==> src/rtl/tdc_thermo_decoder.sv <==
// Delay-line read side: two-flop tap capture, leading-edge hit detect, popcount fine code
// with bubble flag, coarse tagging and a single-entry valid/ready output with lost-hit count.
module tdc_thermo_decoder #(
   parameter int NTAPS    = 64,
   parameter int FINE_W   = 7,
   parameter int COARSE_W = 24,
   parameter int LOST_W   = 8
) (
   input  logic                clk,
   input  logic                rst,
   input  logic                en,
   input  logic [NTAPS-1:0]    taps_i,
   output logic                ts_valid,
   input  logic                ts_ready,
   output logic [FINE_W-1:0]   ts_fine,
   output logic [COARSE_W-1:0] ts_coarse,
   output logic                ts_bubble,
   output logic [LOST_W-1:0]   lost_cnt
);

   logic [COARSE_W-1:0] coarse_q, coarse_d;
   logic [NTAPS-1:0]    s1_q, s1_d, s2_q, s2_d;
   logic [COARSE_W-1:0] c1_q, c1_d, c2_q, c2_d, c3_q, c3_d;
   logic                prev0_q, prev0_d;
   logic [FINE_W-1:0]   f3_q, f3_d;
   logic                b3_q, b3_d, v3_q, v3_d;
   logic                ts_valid_q, ts_valid_d;
   logic [FINE_W-1:0]   ts_fine_q, ts_fine_d;
   logic [COARSE_W-1:0] ts_coarse_q, ts_coarse_d;
   logic                ts_bubble_q, ts_bubble_d;
   logic [LOST_W-1:0]   lost_q, lost_d;

   logic                hit;
   logic [FINE_W-1:0]   pop_count;
   logic [NTAPS-1:1]    rise_bits;
   logic                bubble;

   // A 0->1 step walking up the line means a bubble; a clean code only ever steps 1->0.
   for (genvar gi = 1; gi < NTAPS; gi++) begin : g_rise
      assign rise_bits[gi] = s2_q[gi] & ~s2_q[gi-1];
   end
   assign bubble = |rise_bits;

   always_comb begin
      pop_count = '0;
      for (int i = 0; i < NTAPS; i++) begin
         pop_count = pop_count + FINE_W'(s2_q[i]);
      end
   end

   assign hit = en & s2_q[0] & ~prev0_q;

   always_comb begin
      coarse_d = en ? coarse_q + COARSE_W'(1) : coarse_q;
      s1_d     = taps_i;
      c1_d     = coarse_q;
      s2_d     = s1_q;
      c2_d     = c1_q;
      prev0_d  = s2_q[0];
      f3_d     = hit ? pop_count : f3_q;
      b3_d     = hit ? bubble    : b3_q;
      c3_d     = hit ? c2_q      : c3_q;
      v3_d     = hit;
   end

   // Output register: a new result may replace the current one only when it is being taken.
   always_comb begin
      ts_valid_d  = ts_valid_q;
      ts_fine_d   = ts_fine_q;
      ts_coarse_d = ts_coarse_q;
      ts_bubble_d = ts_bubble_q;
      lost_d      = lost_q;
      if (v3_q && (!ts_valid_q || ts_ready)) begin
         ts_valid_d  = 1'b1;
         ts_fine_d   = f3_q;
         ts_coarse_d = c3_q;
         ts_bubble_d = b3_q;
      end else if (ts_valid_q && ts_ready) begin
         ts_valid_d = 1'b0;
      end
      if (v3_q && ts_valid_q && !ts_ready && (lost_q != '1)) begin
         lost_d = lost_q + LOST_W'(1);
      end
   end

   always_ff @(posedge clk) begin
      if (rst) begin
         coarse_q    <= '0;
         s1_q        <= '0;
         s2_q        <= '0;
         c1_q        <= '0;
         c2_q        <= '0;
         c3_q        <= '0;
         prev0_q     <= 1'b0;
         f3_q        <= '0;
         b3_q        <= 1'b0;
         v3_q        <= 1'b0;
         ts_valid_q  <= 1'b0;
         ts_fine_q   <= '0;
         ts_coarse_q <= '0;
         ts_bubble_q <= 1'b0;
         lost_q      <= '0;
      end else begin
         coarse_q    <= coarse_d;
         s1_q        <= s1_d;
         s2_q        <= s2_d;
         c1_q        <= c1_d;
         c2_q        <= c2_d;
         c3_q        <= c3_d;
         prev0_q     <= prev0_d;
         f3_q        <= f3_d;
         b3_q        <= b3_d;
         v3_q        <= v3_d;
         ts_valid_q  <= ts_valid_d;
         ts_fine_q   <= ts_fine_d;
         ts_coarse_q <= ts_coarse_d;
         ts_bubble_q <= ts_bubble_d;
         lost_q      <= lost_d;
      end
   end

   assign ts_valid  = ts_valid_q;
   assign ts_fine   = ts_fine_q;
   assign ts_coarse = ts_coarse_q;
   assign ts_bubble = ts_bubble_q;
   assign lost_cnt  = lost_q;

endmodule

==> config.mk <==
export PLATFORM = sky130hd
export DESIGN_NAME = tdc_thermo_decoder
export DESIGN_NICKNAME = d
export VERILOG_FILES = /design/src/rtl/tdc_thermo_decoder.sv
export SDC_FILE = /design/constraint.sdc
export NUM_CORES = 1
export LEC_CHECK = 0
export ABC_AREA = 1
export CAP_MARGIN = 20
export CORE_MARGIN = 2
export CORE_UTILIZATION = 45
export CTS_CLUSTER_DIAMETER = 200
export DETAILED_ROUTE_END_ITERATION = 8
export DONT_BUFFER_PORTS = 1
export HOLD_SLACK_MARGIN = 0.12
export PLACE_DENSITY_LB_ADDON = 0.3
export SYNTH_ARGS = -nofsm -noshare
export SYNTH_HDL_FRONTEND = slang
export SYNTH_SLANG_ARGS = --single-unit
==> constraint.sdc <==
create_clock -name clk -period 5.2 [get_ports clk]
set_clock_uncertainty 0.1 [all_clocks]
set_input_delay 1.04 -clock clk [delete_from_list [all_inputs] [get_ports clk]]
set_output_delay 1.04 -clock clk [all_outputs]
set_load 0.005 [all_outputs]
==> flow_metrics.env, run 1 <==
export IMPL_clock_latency_ns=0.55
export IMPL_cp_endpoint="f3_q[4]$_SDFFE_PP0P_"
export IMPL_worst_slack_ns=-0.479
export IMPL_die_area_mm2=0.0257
export IMPL_pwr_share_seq_pct=37.2
export IMPL_gp_congestion=0.922
export IMPL_yosysSeqAreaShare_pct=50.1
export IMPL_syn_nets=1497
export IMPL_period_needed_ns=5.68
export IMPL_final_util_pct=52.3
export IMPL_pwr_share_clk_pct=38.0
export IMPL_pin_count=109
export IMPL_vdd_drop_max_uv=347
export IMPL_cp_start_kind="register"
export IMPL_area_growth_pct=15.0
export IMPL_worst_r2r_setup_slack_ns=-0.48
export IMPL_synth_ff_type="dfxtp_1"
export IMPL_p_int_uw=4330
export IMPL_wire_per_inst_um=12.3
export IMPL_synth_area_mm2=0.0110
export IMPL_r2r_end="f3_q[4]$_SDFFE_PP0P_"
export IMPL_path_cells="inv_1, fa_1, fa_1, inv_2, fa_1, inv_1, fa_1, fa_1, fa_1, fa_1, fa_1, inv_2, ha_4, fa_2, nand3_2, nand2_2, inv_2, or2_4, nand3_2, o211ai_1, inv_1"
export IMPL_critPathLaunch="s2_q[53]$_SDFF_PP0_"
export IMPL_slew_headroom_pct=39.1
export IMPL_overflow=0
export IMPL_max_stage_delay_ns=0.55
export IMPL_antenna_found_initial=0
export IMPL_rsz0062_at_grt="yes"
export IMPL_endpoint_kind="register"
export IMPL_cts_sinks=275
export IMPL_clk_pin_slew_worst_paths_ns=0.07
export IMPL_rr_worst_depth=21
export IMPL_maxCapViolations=0
export IMPL_cpMostUsedCell="fa_1"
export IMPL_p_sw_uw=1600
export IMPL_post_route_period_util_pct=109
export IMPL_syn_area_per_cell_um2=8.09
export IMPL_nNetsFinal=1518
export IMPL_hpwl_um=15400
export IMPL_p_per_area_mw_per_mm2=469
export IMPL_hold_viol_final=0
export IMPL_dpl_cell_count=1670
export IMPL_power_leakage_uw=0.00581
export IMPL_antennaDiodeCount=0
export IMPL_crit_required_ns=5.54
export IMPL_synth_edff_count=0
export IMPL_dr_total_vias=7608
export IMPL_post_route_drc_count=0
export IMPL_netlist_cell_type_count=33
export IMPL_finalNonFillerCells=1725
export IMPL_arrival_ns=6.02
export IMPL_grt_pass1_vias=7556
export IMPL_grt_pass1_wl_um=36000
export IMPL_hold_worst_slack_ns=0.298
export IMPL_fmax_mhz=176
export IMPL_async_flop_share_pct=0
export IMPL_syn_instance_count=1358
export IMPL_grt_use_total_pct=16.9
export IMPL_r2r_start="s2_q[53]$_SDFF_PP0_"
export IMPL_die_y_um=160
export IMPL_worst_slew_pin_slew_ns=0.913
export IMPL_hp_class="reg -> reg"
export IMPL_die_x_um=160
export IMPL_finalWirelength_um=21100
export IMPL_ys_ff_latch=275
export IMPL_initial_core_util_pct=45.5
export IMPL_drv_slew=0
export IMPL_ys_warn_count=0
export IMPL_run_status="finished with violations"
export IMPL_core_mm2=0.0242
export IMPL_portBuffers=0
export IMPL_fillers=2236
export IMPL_slowest_stage="fa_1"
export IMPL_setup_tns_final_ns=-2.37
export IMPL_cts_max_path_buffers=3
export IMPL_cts_buffers=28
export IMPL_viasPerCell=4.41
export IMPL_combPwrFrac_pct=24.8
export IMPL_switching_share_pct=26.9
export IMPL_root_buffer="clkbuf_16"
export IMPL_criticalPathCategory="reg -> reg"
export IMPL_num_rows=57
export IMPL_grt_start_max_net_pins=198
export IMPL_final_setup_viol_count=6
export IMPL_violations="negative setup slack"
export IMPL_path_max_fanout=2
export IMPL_ant_nets=0
export IMPL_drt_iter0_markers=396
export IMPL_first_pass_iters=5
export IMPL_cts_tree="yes"
export IMPL_htree_levels=1
export IMPL_drive_gt1_share_pct=9.78
-- cell usage after synthesis (2+ instances only) --
master | n | area [um^2]
xnor2_1 | 3 | 26.3
buf_2 | 16 | 80.1
o211ai_1 | 4 | 30.0
nand3_1 | 26 | 130
nand4_1 | 6 | 37.5
xor2_1 | 7 | 61.3
ha_1 | 17 | 213
a21oi_1 | 26 | 130
nor3_1 | 16 | 80.1
fa_1 | 54 | 1080
clkbuf_1 | 22 | 82.6
nand2_2 | 3 | 18.8
buf_1 | 4 | 15.0
nand2_1 | 123 | 462
nor2_4 | 2 | 22.5
or2_2 | 2 | 12.5
o21ai_1 | 7 | 35.0
inv_2 | 5 | 18.8
o21ai_0 | 77 | 385
inv_1 | 301 | 1130
dfxtp_1 | 275 | 5510
nor2_2 | 5 | 31.3
nor2_1 | 346 | 1300
nor3_2 | 2 | 20.0
-- power by group through the flow --
stage / logic (uW) / clock network (uW) / registers [uW]
global route: 1700 / 2390 / 2210
finish: 1470 / 2250 / 2210
floorplan: 957 / 0 / 2240
global placement: 1250 / 0 / 2250
detailed placement: 1300 / 0 / 2250
CTS: 1400 / 2300 / 2210
-- stage by stage --
| step | total power [uW] | worst slack [ns] | cell area [um^2] |
|---|---|---|---|
| floorplan | 3200 | -0.284 | 11000 |
| global placement | 3500 | -0.372 | 11500 |
| detailed placement | 3550 | -0.471 | 11500 |
| CTS | 5900 | -0.457 | 12600 |
| global route | 6300 | -0.701 | 12600 |
| finish | 5920 | -0.479 | 12600 |
-- worst min-delay path by stage --
stage	start	end	slack, ns	cells after the start
floorplan	s1_q[23]$_SDFF_PP0_	s2_q[23]$_SDFF_PP0_	0.28	2
detailed placement	c1_q[5]$_SDFF_PP0_	c2_q[5]$_SDFF_PP0_	0.29	2
CTS	s1_q[11]$_SDFF_PP0_	s2_q[11]$_SDFF_PP0_	0.30	2
global placement	c1_q[5]$_SDFF_PP0_	c2_q[5]$_SDFF_PP0_	0.29	2
finish	s1_q[16]$_SDFF_PP0_	s2_q[16]$_SDFF_PP0_	0.30	2
global route	c1_q[22]$_SDFF_PP0_	c2_q[22]$_SDFF_PP0_	0.32	2
-- cell families after synthesis --
group	synth area share (%)
and+or+nand+nor	19.7
buffers and inverters	12.2
DFF	50.1
AOI/OAI and AO/OA	5.43
adders and majority gates	11.8
xor gates and xnor gates	0.797
-- critical path: cells and delay by family (launching register included) --
kind / cells / cell delay, ns
fa+ha+maj: 10 / 4.45
compound gates: 1 / 0.10
flops: 1 / 0.33
buf+inv: 6 / 0.30
simple gates: 4 / 0.29
-- metal layers --
layer / share of wire (%) / global-route usage (%) / up-vias
met5: 0 / 0 / -
li1: - / - / 4012
met1: 49 / 23.2 / 3405
met2: 44 / 27.3 / 160
met4: 1.8 / 4.50 / 0
met3: 5.1 / 3.43 / 31
-- cell type report --
cell class / count / area, um^2 / share of cell area, %
Sequential cell: 275 / 5510 / 43.6
Multi-Input combinational cell: 732 / 4230 / 33.5
Inverter: 308 / 1160 / 9.17
Clock buffer: 39 / 802 / 6.34
Tap cell: 324 / 405 / 3.21
Clock inverter: 13 / 275 / 2.18
Timing Repair Buffer: 34 / 255 / 2.02
-- sequential cells by signal (all words and copies together) (netlist names) --
signal and count:
s1_q 64, s2_q 64, c1_d 24, c1_q 24, c2_q 24, c3_q 24, ts_coarse 24, lost_cnt 8
f3_q 7, ts_fine 7, b3_q 1, prev0_q 1, ts_bubble 1, ts_valid 1, v3_q 1
-- cell usage in the layout (no fill, tap or decap), types with 8 or more instances in the layout --
cell type and instances:
nor2_1 344, inv_1 291, dfxtp_1 269, nand2_1 122
o21ai_0 76, fa_1 49, buf_4 34, clkbuf_16 28
a21oi_1 24, nand3_1 23, nor3_1 16, inv_2 15
ha_1 15, o21ai_1 8
-- repair_timing --
action / 4_1_cts / 5_1_grt
pin swaps: 4 / 11
setup buffers: 0 / 3
setup endpoints to repair: 6 / 7
hold buffers: 0 / 0
gates resized for setup: 6 / 18
(Power assumes the default switching activity.)
==> inputs of run 2 (changes only) <==
- HOLD_SLACK_MARGIN: 0.12 -> not set
==> results of run 2 <==
The final DEF is identical to that of run 1; final timing and power are the same.
==> inputs of run 3 (changes only) <==
- GPL_ROUTABILITY_DRIVEN: not set -> 0
==> flow_metrics.env, run 3 (synthesized netlist as in run 1, its figures left out) <==
export IMPL_cpMostUsedCell="fa_1"
export IMPL_final_setup_viol_count=6
export IMPL_htree_levels=1
export IMPL_drv_slew=0
export IMPL_crit_required_ns=5.53
export IMPL_period_needed_ns=5.72
export IMPL_clock_latency_ns=0.54
export IMPL_endpoint_kind="register"
export IMPL_violations="negative setup slack"
export IMPL_viasPerCell=4.40
export IMPL_worst_slack_ns=-0.524
export IMPL_final_util_pct=52.3
export IMPL_drive_gt1_share_pct=9.59
export IMPL_criticalPathCategory="reg -> reg"
export IMPL_overflow=0
export IMPL_arrival_ns=6.05
export IMPL_hpwl_um=15000
export IMPL_wire_per_inst_um=12.1
export IMPL_rsz0062_at_grt="yes"
export IMPL_drt_iter0_markers=452
export IMPL_max_stage_delay_ns=0.54
export IMPL_fmax_mhz=175
export IMPL_dr_total_vias=7574
export IMPL_hp_class="reg -> reg"
export IMPL_cp_top_family="adder cells"
export IMPL_num_rows=57
export IMPL_cts_max_path_buffers=3
export IMPL_worst_slew_pin_slew_ns=0.908
export IMPL_ant_nets=0
export IMPL_root_buffer="clkbuf_16"
export IMPL_antenna_found_initial=0
export IMPL_final_common_cell="nor2_1"
export IMPL_biggestRegsByFlops="s1_q: 64 flops, s2_q: 64 flops"
export IMPL_p_per_area_mw_per_mm2=479
export IMPL_stdcell_area_mm2=0.0126
export IMPL_hold_buffers=0
export IMPL_die_y_um=160
export IMPL_maxCapViolations=0
export IMPL_initial_core_util_pct=45.5
export IMPL_hold_viol_final=0
export IMPL_vdd_drop_max_uv=359
export IMPL_cts_tree="yes"
export IMPL_run_status="finished with violations"
export IMPL_antennaDiodeCount=0
export IMPL_path_buf_inv=6
export IMPL_cts_sinks=275
export IMPL_grt_pass1_wl_um=34600
export IMPL_area_growth_pct=15.0
export IMPL_first_pass_iters=5
export IMPL_finalWirelength_um=20800
export IMPL_post_route_period_util_pct=110
export IMPL_top_usage_layer="met2"
export IMPL_nNetsFinal=1515
export IMPL_cp_start_kind="register"
export IMPL_grt_use_met1_pct=22.2
export IMPL_cts_buffers=28
export IMPL_slew_headroom_pct=39.4
export IMPL_core_mm2=0.0242
export IMPL_power_leakage_uw=0.00579
export IMPL_path_cells="inv_2, fa_1, inv_1, fa_2, inv_2, fa_1, fa_1, fa_1, fa_1, fa_1, fa_1, inv_2, ha_4, fa_2, nand3_2, nand2_2, inv_2, or2_4, nand3_2, o211ai_1, inv_1"
export IMPL_path_max_fanout=2
export IMPL_grtUsageMet2_pct=26.2
export IMPL_grt_use_total_pct=16.3
export IMPL_pin_count=109
export IMPL_post_route_drc_count=0
export IMPL_slowest_stage="fa_1"
export IMPL_met3_usage_pct=3.06
export IMPL_die_x_um=160
export IMPL_die_area_mm2=0.0257
export IMPL_grt_start_max_net_pins=198
export IMPL_portBuffers=0
export IMPL_grt_pass1_vias=7277
export IMPL_layout_common_cells="nor2_1, inv_1, dfxtp_1"
export IMPL_postPlaceCellArea_mm2=0.0115
export IMPL_clk_pin_slew_worst_paths_ns=0.06
run 3: metal layers:
| layer | vias up | routed length, um |
|---|---|---|
| met3 | 42 | 1050 |
| met5 | - | 0 |
| met4 | 0 | 584 |
| met2 | 174 | 9050 |
| met1 | 3360 | 10100 |
| li1 | 3998 | - |
run 3: path summary, 6_finish.rpt:
| path | startpoint | endpoint | slack, ns | depth (start not counted) |
|---|---|---|---|---|
| min | s1_q[54]$_SDFF_PP0_ | s2_q[54]$_SDFF_PP0_ | 0.30 | 2 |
| max reg2reg | s2_q[39]$_SDFF_PP0_ | f3_q[4]$_SDFFE_PP0P_ | -0.52 | 21 |
| max | s2_q[39]$_SDFF_PP0_ | f3_q[4]$_SDFFE_PP0P_ | -0.52 | 21 |
| min reg2reg | s1_q[54]$_SDFF_PP0_ | s2_q[54]$_SDFF_PP0_ | 0.30 | 2 |
run 3: final cells by class:
class / instances / area, um^2
timing repair buffer: 31 / 233
inverter: 308 / 1160
fill: 2245 / 11500
multi-input combinational: 732 / 4230
tap: 324 / 405
sequential: 275 / 5510
clock inverter: 17 / 307
clock buffer: 35 / 788
run 3: power breakdown:
part	switching [uW]	leakage (uW)	internal (uW)
logic	795	0.00301	747
registers	33.0	0.00225	2170
clock network	823	0.000528	1480
run 3: through the flow:
stage / hold slack, ns / TNS, ns / total power, uW / cells / setup slack (ns)
after floorplan: 0.281 / -1.00 / 3200 / 1358 / -0.284
after global placement: 0.292 / -1.77 / 3500 / 1669 / -0.382
after detailed placement: 0.293 / -2.32 / 3540 / 1669 / -0.471
after CTS: 0.300 / -2.23 / 5920 / 1721 / -0.471
after global routing: 0.313 / -3.67 / 6390 / 1722 / -0.710
final: 0.297 / -2.60 / 6050 / 1722 / -0.524
run 3: tightest hold or removal path, stage by stage, from the launching register on:
cell and delay (ns):
dfxtp_1 0.29, inv_1 0.04, nor2_1 0.03
run 3: timing repair:
item / in CTS / in global routing
resized for setup: 5 / 15
setup buffers: 0 / 1
pin swaps: 1 / 8
endpoints found under the setup margin: 6 / 7
